--- src/rtl/imem_ctrl_pkg.sv ---
// Shared types and constants for the instruction-memory boot/fetch controller.
package imem_ctrl_pkg;

  localparam int ADDR_W_DEF = 5;

  typedef logic [1:0] state_t;

  localparam state_t IDLE = 2'd0;
  localparam state_t LOAD = 2'd1;
  localparam state_t RUN  = 2'd2;

  localparam logic RW_READ  = 1'b1;
  localparam logic RW_WRITE = 1'b0;

endpackage

--- src/rtl/imem_ctrl_if.sv ---
// Single-port instruction memory bus: controller is master, RAM is slave.
interface imem_ctrl_if #(
  parameter int ADDR_W = imem_ctrl_pkg::ADDR_W_DEF
);

  logic [ADDR_W-1:0] m_address;
  logic [31:0]       m_data_in;
  logic              m_rw;
  logic [31:0]       m_data_out;

  modport master (
    output m_address,
    output m_data_in,
    output m_rw,
    input  m_data_out
  );

  modport slave (
    input  m_address,
    input  m_data_in,
    input  m_rw,
    output m_data_out
  );

endinterface

--- src/rtl/imem_ctrl.sv ---
// Boot loader / fetch arbiter for a single-port instruction RAM.
// Define IMEM_CTRL_WRLOCK_EN to block loader writes once the image is running.
module imem_ctrl
  import imem_ctrl_pkg::*;
#(
  parameter int ADDR_W = ADDR_W_DEF
) (
  input  logic              clk,
  input  logic              reset,
  input  logic              ld_valid,
  input  logic [31:0]       ld_data,
  input  logic              ld_last,
  output logic              ld_ready,
  input  logic              reload,
  input  logic              f_req,
  input  logic [ADDR_W-1:0] f_addr,
  output logic              f_gnt,
  output logic              f_valid,
  output logic [31:0]       f_data,
  imem_ctrl_if.master       mem,
  output logic              boot_done,
  output logic [ADDR_W:0]   ld_count
);

  localparam logic [ADDR_W-1:0] PTR_MAX = '1;
  localparam logic [ADDR_W:0]   CNT_MAX = {1'b1, {ADDR_W{1'b0}}};

  state_t            state, state_nxt;
  logic [ADDR_W-1:0] ptr, ptr_nxt;
  logic [ADDR_W:0]   cnt, cnt_nxt;
  logic              wr_en;
  logic              gnt;
  logic              vld_p1;

  always_comb begin
    state_nxt = state;
    ptr_nxt   = ptr;
    cnt_nxt   = cnt;
    wr_en     = 1'b0;
    gnt       = 1'b0;
    if (reload) begin
      state_nxt = IDLE;
      ptr_nxt   = '0;
      cnt_nxt   = '0;
    end else begin
      case (state)
        IDLE: begin
          if (ld_valid) begin
            state_nxt = LOAD;
            ptr_nxt   = '0;
            cnt_nxt   = '0;
          end
        end
        LOAD: begin
          if (ld_valid) begin
            wr_en   = 1'b1;
            ptr_nxt = (ptr == PTR_MAX) ? ptr : ptr + 1'b1;
            cnt_nxt = cnt + 1'b1;
            // The last RAM slot ends the load even without ld_last: no wrap.
            if (ld_last || ptr == PTR_MAX) state_nxt = RUN;
          end
        end
        RUN: begin
`ifndef IMEM_CTRL_WRLOCK_EN
          if (ld_valid) begin
            wr_en   = 1'b1;
            ptr_nxt = (ptr == PTR_MAX) ? ptr : ptr + 1'b1;
            cnt_nxt = (cnt == CNT_MAX) ? cnt : cnt + 1'b1;
          end
`endif
          gnt = f_req & ~wr_en;
        end
        default: state_nxt = IDLE;
      endcase
    end
  end

  assign ld_ready  = wr_en;
  assign f_gnt     = gnt;
  assign boot_done = (state == RUN);
  assign ld_count  = cnt;
  assign f_valid   = vld_p1;
  assign f_data    = mem.m_data_out;

  always_comb begin
    mem.m_rw      = RW_READ;
    mem.m_address = '0;
    mem.m_data_in = '0;
    if (wr_en) begin
      mem.m_rw      = RW_WRITE;
      mem.m_address = ptr;
      mem.m_data_in = ld_data;
    end else if (gnt) begin
      mem.m_address = f_addr;
    end
  end

  // Stage p0 -> p1: grant issued now, RAM data returns next cycle.
  always_ff @(posedge clk or negedge reset) begin
    if (!reset) begin
      state  <= IDLE;
      ptr    <= '0;
      cnt    <= '0;
      vld_p1 <= 1'b0;
    end else begin
      state  <= state_nxt;
      ptr    <= ptr_nxt;
      cnt    <= cnt_nxt;
      vld_p1 <= gnt;
    end
  end

endmodule
--- src/flat_wrapper.sv ---
// flat-port wrapper written by rule: the top's interface ports become plain ports
module imem_ctrl_flat import imem_ctrl_pkg::*;
#(
  parameter int ADDR_W = ADDR_W_DEF
)
  (clk, reset, ld_valid, ld_data, ld_last, ld_ready, reload, f_req, f_addr, f_gnt, f_valid, f_data, boot_done, ld_count, mem_m_address, mem_m_data_in, mem_m_rw, mem_m_data_out);
  imem_ctrl_if #(.ADDR_W(ADDR_W)) mem_i ();
  input  logic clk;
  input  logic reset;
  input  logic ld_valid;
  input  logic [31:0] ld_data;
  input  logic ld_last;
  output logic ld_ready;
  input  logic reload;
  input  logic f_req;
  input  logic [ADDR_W-1:0] f_addr;
  output logic f_gnt;
  output logic f_valid;
  output logic [31:0] f_data;
  output logic boot_done;
  output logic [ADDR_W:0] ld_count;
  output wire logic [$bits(mem_i.m_address)-1:0] mem_m_address;
  output wire logic [$bits(mem_i.m_data_in)-1:0] mem_m_data_in;
  output wire logic [$bits(mem_i.m_rw)-1:0] mem_m_rw;
  input wire logic [$bits(mem_i.m_data_out)-1:0] mem_m_data_out;
  assign mem_m_address = mem_i.m_address;
  assign mem_m_data_in = mem_i.m_data_in;
  assign mem_m_rw = mem_i.m_rw;
  assign mem_i.m_data_out = mem_m_data_out;
  imem_ctrl #(.ADDR_W(ADDR_W)) u_core (.clk(clk), .reset(reset), .ld_valid(ld_valid), .ld_data(ld_data), .ld_last(ld_last), .ld_ready(ld_ready), .reload(reload), .f_req(f_req), .f_addr(f_addr), .f_gnt(f_gnt), .f_valid(f_valid), .f_data(f_data), .mem(mem_i), .boot_done(boot_done), .ld_count(ld_count));
endmodule
--- config.mk ---
export PLATFORM = sky130hd
export DESIGN_NAME = imem_ctrl_flat
export DESIGN_NICKNAME = d
export VERILOG_FILES = /design/src/rtl/imem_ctrl_pkg.sv /design/src/rtl/imem_ctrl_if.sv /design/src/rtl/imem_ctrl.sv /design/src/flat_wrapper.sv
export SDC_FILE = /design/constraint.sdc
export NUM_CORES = 1
export LEC_CHECK = 0
export ABC_AREA = 1
export CORE_AREA = 5 5 56 108
export CTS_CLUSTER_DIAMETER = 40
export DETAILED_ROUTE_END_ITERATION = 12
export DIE_AREA = 0 0 61 113
export PLACE_DENSITY = 0.86
export SLEW_MARGIN = 20
export SYNTH_ARGS = -nofsm -noshare
export SYNTH_HDL_FRONTEND = slang
export SYNTH_SLANG_ARGS = --single-unit
--- constraint.sdc ---
create_clock -name clk -period 2.9 [get_ports clk]
set_input_delay 0.435 -clock clk [delete_from_list [all_inputs] [get_ports clk]]
set_output_delay 0.435 -clock clk [all_outputs]
set_load 0.01 [all_outputs]
==> results <==
layout make-up:
type,instances,area (um^2),area share
Timing Repair Buffer,95,951,0.389
Multi-Input combinational cell,132,798,0.326
Sequential cell,14,350,0.143
Inverter,55,219,0.0895
Tap cell,58,72.6,0.0297
Clock buffer,4,55.1,0.0225
path summary, 6_finish.rpt:
kind	start	to	slack (ns)	cells after the start
max	u_core.state[0]	mem_m_address[4]	0.20	7
min	u_core.ptr[3]	u_core.ptr[3]	0.52	2
max reg2reg	u_core.ptr[0]	u_core.ptr[2]	1.26	10
min reg2reg	u_core.ptr[3]	u_core.ptr[3]	0.52	2
max in group asynchronous	reset	u_core.state[0]	1.86	1
min in group asynchronous	reset	u_core.ld_count[5]	0.61	1
stage by stage:
step | setup slack [ns] | instances | instance area [um^2] | total power [uW]
finish | 0.202 | 358 | 2450 | 1180
global route | 0.0369 | 358 | 2450 | 1260
global placement | 0.210 | 354 | 2390 | 968
CTS | 0.0279 | 358 | 2440 | 1180
floorplan | 0.996 | 240 | 1670 | 760
detailed placement | 0.172 | 354 | 2390 | 983
layout by cell type (no fill, tap or decap), drive strengths merged:
| cell type | count |
|---|---|
| xor2 | 1 |
| inv | 54 |
| nor2 | 47 |
| ha | 8 |
| o21bai | 1 |
| nand3 | 18 |
| clkbuf | 4 |
| o21ai | 19 |
| nor3 | 3 |
| nand4 | 1 |
| dfrtp | 14 |
| nor4 | 1 |
| buf | 5 |
| clkdlybuf4s50 | 90 |
| clkinv | 1 |
| nand2 | 33 |
worst max-delay path, stage by stage (launching register included):
cell	delay, ns
dfrtp_1	0.38
inv_1	0.09
ha_2	0.47
nand2_8	0.08
nor2_4	0.09
inv_2	0.08
o21ai_0	0.23
clkdlybuf4s50_1	0.59
power by group through the flow:
stage          Clock [uW]  Sequential, uW  Combinational, uW
6_report              194             254                729
5_1_grt               206             259                794
4_1_cts               198             255                729
3_5_place_dp            0             257                726
3_3_place_gp            0             255                713
2_1_floorplan           0             253                506
per-layer routing:
layer  up-vias  routed length [um]
li1        796                   -
met5         -                   0
met4         0                 127
met3        14                1510
met2       105                2910
met1       710                1410
logic make-up after synthesis:
family                   after synthesis
AO/OA/AOI/OAI                         20
XOR/XNOR                               1
adder cells (fa/ha/maj)                8
buffers and inverters                 94
flip-flops                            14
AND/OR/NAND/NOR                      103
state kept, by name, summed over array words and instances, names as in the netlist:
name	count
u_core.ptr	5
u_core.f_valid	1
u_core.ld_count	6
u_core.state	2
==> results.md <==
* Status: complete, no violations
* Netlist cell types at 26
* Grt met2 use at 0.287
* Width of the die at 61 um
* Initial antenna violation count at 0
* Post-synth top cells: inv_1, buf_4, nand2_1
* Most numerous cell in the Yosys netlist: inv_1
* # diodes at 0
* # rows at 37
* Yosys reg bits at 14
* Final Util at 0.480
* Detailed router's first-iteration violation count at 30
* Post-Syn Area at 1670 um^2
* Sequential fraction of the synthesis area at 0.209
* Yosys warning total at 0
* Grt peak-use layer: met2
* Clock power share at 0.165
* Multiplexer share of the synthesized area at 0
* Syn nets at roughly 320
* Sink Count at 14
* Max_cap viols at 0
* Type of the worst setup path: reg -> out
* Gpl congestion at around 0.89
* Layout Area Growth over Synthesis at 46.1%
* Compound-Gate Fraction of Synth Area at 0.0815
* Vias in the first global route at roughly 1500
* Root buf cell: clkbuf_8
* Crit path required time at between 2 and 2.5 ns
* Asr flop ratio synth at 1.00
* Fmax at between 300 and 400 MHz
* Gate count of the mapped netlist at 240
* Via count at 1625
* Post-layout minimum cycle time at roughly 2.7 ns
* CORE AREA at slightly above 5000 um^2
* CP Capture Type: output pin
* Postcts setup bufs at 0
* Hold slack at 0.521 ns
* Power density cells at ~480 nW/um^2
* Filler cells at between 500 and 600
* Layout cell share with drive strength beyond 1 at 0.180
* Switching pwr at just over 500 uW
* Final setup fails at 0
* DRC at 0
* Adder-cell share of the synthesized area at 0.0598
* Dpl hpwl at about 5300 um
* Post-synth top flop: dfrtp_1
* Setup TNS at 0 ns
* Final nets at between 300 and 400
* CP arrival at between 2 and 2.5 ns
* Post-route antenna net violation count at 0
* Syn_area_per_cell at about 7.0 um^2
* HP Class: reg -> reg
* TritonCTS clock tree: done
* RSZ-0062 raised after global routing: no
* Routed WL at roughly 6000 um
* Largest net degree at the start of global routing at 24
* Met1 usage at 0.121
* Synth area leaders: dfrtp_1, buf_4, inv_1
* XOR/XNOR share of the synthesized area at 0.00523
* Fin Clk Skew at about 0.00051 ns
* CTS Buf Count at 3
* First drt pass iteration count at 4
* Cell taking the most area after synthesis: dfrtp_1
* Ports at ~160
* CP Max Fanout at 8
* H-tree depth at 1
* Final-report hold violation count at 0
* Die span in y at between 100 and 150 um
* Logic pwr share at 0.619
* Internal power at around 670 uW
* Leakage power total at between 0.001 and 0.0015 uW
* Worst relative slew slack at 0.541
* EDFF count, synth at 0
* M3 GR Usage at 0.143
* Vias per std cell at around 4.5
* Worst skew pair latency at around 0.24 ns
* Die area at between 6000 and 7000 um^2
* Port Buf Inserts at 90
* Bufs on Longest Clock Path at 2
* GRT overflow at 0
* Post-synthesis simple-gate area fraction at 0.329
* Synth top area share at 0.209
* Sw Share at 0.431
* Hold buffers post-CTS at 0
* Routed length per instance at about 17 um
* Initial Utilization at 0.329
* Startpoint Class: flop
* Post-CTS sizing at 0
* First-pass GRT wire length at 8180 um
* Clock slew at reported path FFs at roughly 0.06 ns
* Main combinational cell family by area after synthesis: simple AND/OR/NAND/NOR gates
* Flop pwr share at 0.216
* Peak supply drop at about 0.00042 V
* Slew Limit Fails at 0
* Global-route usage over all layers at 0.163
* Worst-Margin Slew at 0.687 ns
* Period utilization at 0.930
No activity file was read; power rests on OpenSTA's default activity.
